File: config.mk
export PLATFORM = sky130hd
export DESIGN_NAME = pingpong_flat
export DESIGN_NICKNAME = d
export VERILOG_FILES = /design/src/rtl/pingpong_pkg.sv /design/src/rtl/pingpong_if.sv /design/src/rtl/pingpong_bank.sv /design/src/rtl/pingpong.sv /design/src/flat_wrapper.sv
export SDC_FILE = /design/constraint.sdc
export NUM_CORES = 1
export LEC_CHECK = 0
export CORE_ASPECT_RATIO = 1.2
export CORE_MARGIN = 2
export CORE_UTILIZATION = 55
export CTS_CLUSTER_SIZE = 30
export DETAILED_ROUTE_END_ITERATION = 12
export GPL_TIMING_DRIVEN = 1
export PLACE_DENSITY = 0.86
export SYNTH_ARGS = -nofsm -noshare
export SYNTH_HDL_FRONTEND = slang
export SYNTH_SLANG_ARGS = --single-unit
File: constraint.sdc
create_clock -name clk -period 1.6 [get_ports clk]
set_input_delay 0.4 -clock clk [delete_from_list [all_inputs] [get_ports clk]]
set_output_delay 0.4 -clock clk [all_outputs]
set_load 0.01 [all_outputs]
File: src/rtl/pingpong_pkg.sv
// Shared types and defaults for the ping-pong byte buffer.
package pingpong_pkg;

    localparam int unsigned DefWidth = 8;
    localparam int unsigned DefDepth = 4;

    // Counter width for a bank of the given depth (at least one bit).
    function automatic int unsigned cnt_width(input int unsigned depth);
        return (depth < 2) ? 1 : $clog2(depth);
    endfunction

    localparam int unsigned DefCntW = cnt_width(DefDepth);

    // Index of one of the two banks.
    typedef logic [0:0] bank_sel_t;

    // Word index within a bank of the default depth.
    typedef logic [DefCntW-1:0] cnt_t;

endpackage

File: src/rtl/pingpong_if.sv
// Stream interface of the ping-pong buffer: input words in, block-released words out.
interface pingpong_if
    import pingpong_pkg::*;
#(
    parameter int unsigned WIDTH = DefWidth
) ();

    logic             valid;
    logic [WIDTH-1:0] data_in;
    logic [WIDTH-1:0] data_out;
    logic             out_valid;

    // Producer/consumer side: drives input words, observes the output stream.
    modport master (
        output valid,
        output data_in,
        input  data_out,
        input  out_valid
    );

    // Buffer side.
    modport slave (
        input  valid,
        input  data_in,
        output data_out,
        output out_valid
    );

endinterface

File: src/rtl/pingpong_bank.sv
// One bank of the ping-pong buffer: DEPTH x WIDTH registers, synchronous write,
// combinational read. Contents are not reset; a bank is only read after it is filled.
module pingpong_bank
    import pingpong_pkg::*;
#(
    parameter int unsigned WIDTH = DefWidth,
    parameter int unsigned DEPTH = DefDepth,
    localparam int unsigned CntW = cnt_width(DEPTH)
) (
    input  logic             clk_i,
    input  logic             we_i,
    input  logic [CntW-1:0]  waddr_i,
    input  logic [WIDTH-1:0] wdata_i,
    input  logic [CntW-1:0]  raddr_i,
    output logic [WIDTH-1:0] rdata_o
);

    logic [WIDTH-1:0] mem_q [DEPTH];

    // Store the incoming word at the write address.
    always_ff @(posedge clk_i) begin
        if (we_i) begin
            mem_q[waddr_i] <= wdata_i;
        end
    end

    // Combinational read; the top registers the result.
    always_comb begin
        rdata_o = mem_q[raddr_i];
    end

endmodule

File: src/rtl/pingpong.sv
// Two-bank ping-pong buffer. The writer fills one bank while the reader drains the
// other; a bank is released for reading only once all DEPTH words have arrived.
module pingpong
    import pingpong_pkg::*;
#(
    parameter int unsigned WIDTH = DefWidth,
    parameter int unsigned DEPTH = DefDepth
) (
    input logic        clk,
    input logic        reset,
    pingpong_if.slave  bus
);

    localparam int unsigned CntW = cnt_width(DEPTH);
    typedef logic [CntW-1:0] ptr_t;
    localparam ptr_t LastIdx = ptr_t'(DEPTH - 1);

    if (DEPTH < 2) begin : g_depth_check
        $error("pingpong: DEPTH must be at least 2");
    end

    // Write side.
    bank_sel_t wr_bank_q, wr_bank_d;
    ptr_t      wr_cnt_q, wr_cnt_d;

    // Read side.
    logic      rd_active_q, rd_active_d;
    ptr_t      rd_cnt_q, rd_cnt_d;

    // Output register.
    logic [WIDTH-1:0] data_out_q, data_out_d;
    logic             out_valid_q, out_valid_d;

    logic             wr_last;
    logic             rd_last;
    logic [1:0]       bank_we;
    logic [WIDTH-1:0] bank_rdata [2];
    logic [WIDTH-1:0] rd_data;

    assign wr_last = bus.valid && (wr_cnt_q == LastIdx);
    assign rd_last = rd_active_q && (rd_cnt_q == LastIdx);

    // The reader always drains the bank the writer is not filling.
    assign rd_data = (wr_bank_q == bank_sel_t'(0)) ? bank_rdata[1] : bank_rdata[0];

    for (genvar b = 0; b < 2; b++) begin : g_bank
        assign bank_we[b] = bus.valid && (wr_bank_q == bank_sel_t'(b));

        pingpong_bank #(
            .WIDTH (WIDTH),
            .DEPTH (DEPTH)
        ) u_bank (
            .clk_i   (clk),
            .we_i    (bank_we[b]),
            .waddr_i (wr_cnt_q),
            .wdata_i (bus.data_in),
            .raddr_i (rd_cnt_q),
            .rdata_o (bank_rdata[b])
        );
    end

    // Next-state: advance the fill position and swap banks on the last word of a block.
    always_comb begin
        wr_cnt_d  = wr_cnt_q;
        wr_bank_d = wr_bank_q;
        if (bus.valid) begin
            if (wr_last) begin
                wr_cnt_d  = '0;
                wr_bank_d = ~wr_bank_q;
            end else begin
                wr_cnt_d = wr_cnt_q + ptr_t'(1);
            end
        end
    end

    // Next-state: drain the full bank one word per cycle into the output register.
    always_comb begin
        rd_active_d = rd_active_q;
        rd_cnt_d    = rd_cnt_q;
        data_out_d  = data_out_q;
        out_valid_d = 1'b0;
        if (rd_active_q) begin
            data_out_d  = rd_data;
            out_valid_d = 1'b1;
            if (rd_last) begin
                rd_cnt_d    = '0;
                rd_active_d = 1'b0;
            end else begin
                rd_cnt_d = rd_cnt_q + ptr_t'(1);
            end
        end
        // A completed fill starts the next drain, even if the previous drain ends this edge.
        if (wr_last) begin
            rd_active_d = 1'b1;
        end
    end

    // State and output registers.
    always_ff @(posedge clk or posedge reset) begin
        if (reset) begin
            wr_bank_q   <= '0;
            wr_cnt_q    <= '0;
            rd_active_q <= 1'b0;
            rd_cnt_q    <= '0;
            data_out_q  <= '0;
            out_valid_q <= 1'b0;
        end else begin
            wr_bank_q   <= wr_bank_d;
            wr_cnt_q    <= wr_cnt_d;
            rd_active_q <= rd_active_d;
            rd_cnt_q    <= rd_cnt_d;
            data_out_q  <= data_out_d;
            out_valid_q <= out_valid_d;
        end
    end

    assign bus.data_out  = data_out_q;
    assign bus.out_valid = out_valid_q;

endmodule

File: src/flat_wrapper.sv
// flat-port wrapper written by rule: the top's interface ports become plain ports
module pingpong_flat import pingpong_pkg::*;
#(
    parameter int unsigned WIDTH = DefWidth,
    parameter int unsigned DEPTH = DefDepth
)
  (clk, reset, bus_valid, bus_data_in, bus_data_out, bus_out_valid);
  pingpong_if #(.WIDTH(WIDTH)) bus_i ();
  input logic clk;
  input logic reset;
  input wire logic [$bits(bus_i.valid)-1:0] bus_valid;
  input wire logic [$bits(bus_i.data_in)-1:0] bus_data_in;
  output wire logic [$bits(bus_i.data_out)-1:0] bus_data_out;
  output wire logic [$bits(bus_i.out_valid)-1:0] bus_out_valid;
  assign bus_i.valid = bus_valid;
  assign bus_i.data_in = bus_data_in;
  assign bus_data_out = bus_i.data_out;
  assign bus_out_valid = bus_i.out_valid;
  pingpong #(.WIDTH(WIDTH), .DEPTH(DEPTH)) u_core (.clk(clk), .reset(reset), .bus(bus_i));
endmodule
==> out/results.txt, run 1 <==
Peak Freq: 663.6 MHz
Max FO, Critical Path: 8
Startpoint Class: flip-flop
Avg Inst Size Synth: 16.43 µm²
Global route total overflow: 0
Setup violators final: 0
Crit path kind: flip-flop to flip-flop
Nets: 252
Hold violation count in the final report: 0
Static leakage: 1.488 nW
IO Count: 20
CTS root buf: clkbuf_8
RePlAce Congestion: 0.8517
Synth Warn #: 0
Final ANT Viol Nets: 0
Worst Hold Class: input pin to asynchronous set/reset pin
Synthesis-stage register bit count: 79
Final non-filler cell total: 321
Longest Clk Path Bufs: 2
Maxcap violations: 0
Minimum clock period: 1.507 ns
Share of cells above drive strength 1: 0.1743
Cell Pwr Density: 1692 nW/µm²
Most common cell after layout, fill and taps aside: edfxtp_1
Hold_buf cts: 0
Port bufs: 19
Cells along the critical path: nand2b_1 -> a211o_1 -> a41o_1
Yosys top cell area share: 0.5967
Total track usage: 0.2050
Mapped Area: 3221 µm²
Initial antenna violation count: 0
Final worst setup slack: 0.09307 ns
Cell Count Post-Placement: 305
CTS tree: yes
Least-Margin Pin Slew: 0.3405 ns
Most frequent cells in the layout: edfxtp_1 (64), mux2i_1 (24), buf_4 (17)
Ranking of synthesized cells by area: edfxtp_1 (60%), dfrtp_1 (12%), mux2i_1 (7.5%), nor2b_1 (3.1%), a41o_1 (2.5%)
DR vias/cell: 5.405
Crit path capture type: flip-flop
Pin count of the biggest net entering global routing: 19
Period utilization: 0.9418
Yosys cell types: 25
Final WL: 5.955 mm
Power, Total: 6.473 mW
Arrival time worst endpoint: 1.74 ns
Register area share after synthesis: 0.7133
H-tree depth: 3
TritonCTS buffer count: 9
Drt initial violations: 81
Clk sink count: 79
Outcome: completed
Peak VDD IR: 0.001255 V
Vias in the first global route: 1729
Worst endpoint required time: 1.84 ns
Clk slew on worst S/H paths: 0.08 ns
Core box area: 5668 µm²
R2R cell count: 3
Synth-to-layout area growth: 18.76%
Die Height: 87.83 µm
Dpl hpwl: 4.125 mm
DR DRC count: 0
Global-route wire length before repair: 9.328 mm
Slew margin rel.: 0.7730
Slew Limit Fails: 0
Syn Inst Count: 196
Total number of vias: 1735
Drt wl/cell: 18.55 µm
RSZ-0062 raised after global routing: no
Slowest cell on crit path: dfrtp_1
DIE AREA: 6486 µm²
ANT cells: 0
Placement Setup Slack: -0.1135 ns
Final Skew: 0.009846 ns
Max incr delay on CP: 0.51 ns
Initial core utilization: 0.5682
Cell Rows: 30
Worst skew pair latency: 0.35 ns
Router iterations before antenna repair: 4
Syn nets: 212
Biggest area consumer among synthesized cells: edfxtp_1
Die Wd: 73.86 µm
==> layer usage <==
layer  track usage  part of all wire
met5             0                 0
met4       0.08099             0.016
met3       0.06214             0.040
met2        0.3409              0.53
met1        0.2504              0.41
==> where the power goes <==
part	switching (mW)	internal, mW	leakage (nW)
clock network	0.695	0.691	0.0962
registers	0.245	2.64	0.762
logic	1.11	1.09	0.629
total	2.05	4.43	1.49
==> cell families after synthesis <==
kind of cell / count (synthesis) / synth area share
adder cells (fa/ha/maj): 5 / 0.01943
AO/OA/AOI/OAI: 27 / 0.06993
buffers and inverters: 18 / 0.04196
multiplexers: 26 / 0.08158
XOR/XNOR: 1 / 0.002720
AND/OR/NAND/NOR: 40 / 0.07110
flip-flops: 79 / 0.7133
==> cell type report <==
cell class / instances / area [µm²]
inverter: 5 / 18.77
multi-input combinational: 99 / 788.3
sequential: 79 / 2298
fill: 388 / 1843
clock buffer: 11 / 162.7
tap: 80 / 100.1
timing repair buffer: 42 / 426.7
clock inverter: 5 / 30.03
==> cell usage after synthesis <==
library cell,number
xnor2_1,1
a41o_1,8
nand2b_1,1
o21ai_0,3
buf_6,3
nand2_1,2
mux2i_1,24
ha_1,5
a22oi_1,8
buf_2,1
and3_1,4
nand3_1,9
dfrtp_1,15
a211o_1,8
and2_1,3
edfxtp_1,64
inv_1,5
buf_12,2
mux2_2,2
buf_1,2
nor2_1,3
buf_4,3
and2b_1,2
clkbuf_1,2
nor2b_1,16
==> worst max-delay path, delay by kind of cell, from the launching register on <==
family          cells  cell delay [ns]
flops               1             0.51
compound gates      2             0.62
simple gates        1             0.26
==> final timing paths <==
kind / endpoint / slack [ns] / start
max: u_core.bus.data_out[0]$_DFFE_PP0P_ / 0.09 / u_core.wr_bank_q$_DFFE_PP0P_
min: u_core.bus.data_out[7]$_DFFE_PP0P_ / 0.34 / reset
max reg2reg: u_core.bus.data_out[0]$_DFFE_PP0P_ / 0.09 / u_core.wr_bank_q$_DFFE_PP0P_
min reg2reg: u_core.bus.data_out[4]$_DFFE_PP0P_ / 0.60 / u_core.bus.data_out[4]$_DFFE_PP0P_
max in group asynchronous: u_core.rd_cnt_q[0]$_DFFE_PP0P_ / 1.06 / reset
min in group clk: u_core.bus.data_out[4]$_DFFE_PP0P_ / 0.60 / u_core.bus.data_out[4]$_DFFE_PP0P_
==> flip-flops by register name, indices dropped and copies added (netlist names) <==
| register | flops |
|---|---|
| u_core.bus.data_out | 8 |
| u_core.bus.out_valid | 1 |
| u_core.g_bank.u_bank.mem_q | 64 |
| u_core.rd_active_q | 1 |
| u_core.rd_cnt_q | 2 |
| u_core.wr_bank_q | 1 |
| u_core.wr_cnt_q | 2 |
==> through the flow <==
step                area (µm²)  setup TNS, ns  hold slack (ns)  utilization
floorplan                 3221              0           0.3015            -
global placement          3643         -5.346           0.5817       0.6428
detailed placement        3643         -5.623           0.5782       0.6428
CTS                       3825              0           0.3365       0.6748
global route              3825              0           0.3675       0.6748
finish                    3825              0           0.3415       0.6748
==> what timing repair did <==
item | in CTS | in global routing
buffers inserted | 0 | 0
gates resized for setup | 9 | 0
endpoints found under the setup margin | 9 | 0
No activity file was read; power rests on OpenSTA's default activity.
==> inputs of run 2 (changes only) <==
Settings changed: MAX_ROUTING_LAYER set to met4.
==> out/results.txt, run 2 (synthesized netlist as in run 1, its figures left out) <==
Outcome: completed
Met2 WL: 3.192 mm
Router iterations before antenna repair: 4
Cell Rows: 30
Final WL: 6.000 mm
Power, Total: 6.472 mW
Setup violators final: 0
Worst Hold Class: input pin to asynchronous set/reset pin
Arrival time worst endpoint: 1.56 ns
M1 WL: 2.541 mm
Most common cell after layout, fill and taps aside: edfxtp_1
Total number of vias: 1735
Total track usage: 0.2105
Most frequent cells in the layout: edfxtp_1 (64), mux2i_1 (24), buf_4 (17)
CP most frequent cell: buf_4
Longest Clk Path Bufs: 2
Drt wl/cell: 18.69 µm
Placement Setup Slack: -0.1135 ns
Core box area: 5668 µm²
Dpl hpwl: 4.125 mm
DIE AREA: 6486 µm²
Startpoint Class: flip-flop
Final non-filler cell total: 321
CTS tree: yes
Cell Count Post-Placement: 305
Synth-to-layout area growth: 18.76%
Hold violation count in the final report: 0
Largest register FFs: 64
Global route total overflow: 0
DR WL met3: 164 µm
IO Count: 20
Maxcap violations: 0
RePlAce Congestion: 0.8653
Slew margin rel.: 0.7754
DR DRC count: 0
Port bufs: 19
Share of cells above drive strength 1: 0.1743
Period utilization: 0.9308
Nets: 252
Final TNS setup: 0 ns
Die Wd: 73.86 µm
Final core utilization: 0.6748
Peak Freq: 671.5 MHz
Cells along the critical path: buf_4 -> nor2b_1 -> and2_1 -> buf_4
Drt initial violations: 92
Slowest cell on crit path: dfrtp_1
CTS root buf: clkbuf_8
Minimum clock period: 1.489 ns
ANT cells: 0
Final worst setup slack: 0.1107 ns
Peak VDD IR: 0.001255 V
H-tree depth: 3
Initial core utilization: 0.5682
Slew Limit Fails: 0
Die Height: 87.83 µm
Top sig layer: met4
Vias in the first global route: 1744
Worst skew pair latency: 0.35 ns
Least-Margin Pin Slew: 0.3369 ns
Pin count of the biggest net entering global routing: 19
R2R cell count: 4
# fillers: 388
Top reg by flops: u_core.g_bank.u_bank.mem_q
TritonCTS buffer count: 9
Crit path kind: flip-flop to flip-flop
Global-route wire length before repair: 9.315 mm
Max incr delay on CP: 0.48 ns
Cell Pwr Density: 1692 nW/µm²
Final ANT Viol Nets: 0
Clk slew on worst S/H paths: 0.08 ns
Final Skew: 0.008716 ns
Crit path capture type: flip-flop
Initial antenna violation count: 0
Clk sink count: 79
Max FO, Critical Path: 9
RSZ-0062 raised after global routing: no
Worst endpoint required time: 1.67 ns
Static leakage: 1.488 nW
DR vias/cell: 5.405
-- run 2: report_power, final --
group	total [mW]	internal [mW]	switching, mW
logic	2.20	1.09	1.10
clock network	1.39	0.691	0.695
registers	2.89	2.64	0.244
-- run 2: cell type report --
cell class,count,area [µm²],area share
inverter,5,18.77,0.004907
sequential,79,2298,0.6009
timing repair buffer,42,426.7,0.1115
tap,80,100.1,0.02617
clock inverter,5,30.03,0.007851
multi-input combinational,99,788.3,0.2061
clock buffer,11,162.7,0.04253
-- run 2: worst max-delay path, delay by kind of cell (launching register included) --
family                 cells  cell delay (ns)
flip-flops                 1             0.48
AND/OR/NAND/NOR            2             0.37
buffers and inverters      2             0.35
-- run 2: repair_timing --
action                     CTS  global route
gates resized for setup      9             0
setup endpoints to repair    9             0
hold endpoints to repair     0             0
hold buffers                 0             0
buffers inserted             0             0
-- run 2: routing by layer --
layer / track usage / vias up
met3: 0.04833 / 9
met2: 0.3409 / 34
li1: - / 828
met4: 0.09587 / 0
met5: - / -
met1: 0.2496 / 864
-- run 2: final timing paths --
path / slack (ns) / endpoint / startpoint
min reg2reg: 0.60 / u_core.bus.data_out[4]$_DFFE_PP0P_ / u_core.bus.data_out[4]$_DFFE_PP0P_
min: 0.34 / u_core.bus.data_out[7]$_DFFE_PP0P_ / reset
max reg2reg: 0.11 / u_core.g_bank[0].u_bank.mem_q[1][6]$_DFFE_PP_ / u_core.wr_bank_q$_DFFE_PP0P_
max in group asynchronous: 1.06 / u_core.rd_cnt_q[0]$_DFFE_PP0P_ / reset
max: 0.11 / u_core.g_bank[0].u_bank.mem_q[1][6]$_DFFE_PP_ / u_core.wr_bank_q$_DFFE_PP0P_
min in group clk: 0.60 / u_core.bus.data_out[4]$_DFFE_PP0P_ / u_core.bus.data_out[4]$_DFFE_PP0P_
-- run 2: stage by stage --
| step | hold WS, ns | instance area, µm² |
|---|---|---|
| after floorplan | 0.3015 | 3221 |
| after global placement | 0.5817 | 3643 |
| after detailed placement | 0.5782 | 3643 |
| after CTS | 0.3365 | 3825 |
| after global routing | 0.3726 | 3825 |
| final | 0.3442 | 3825 |
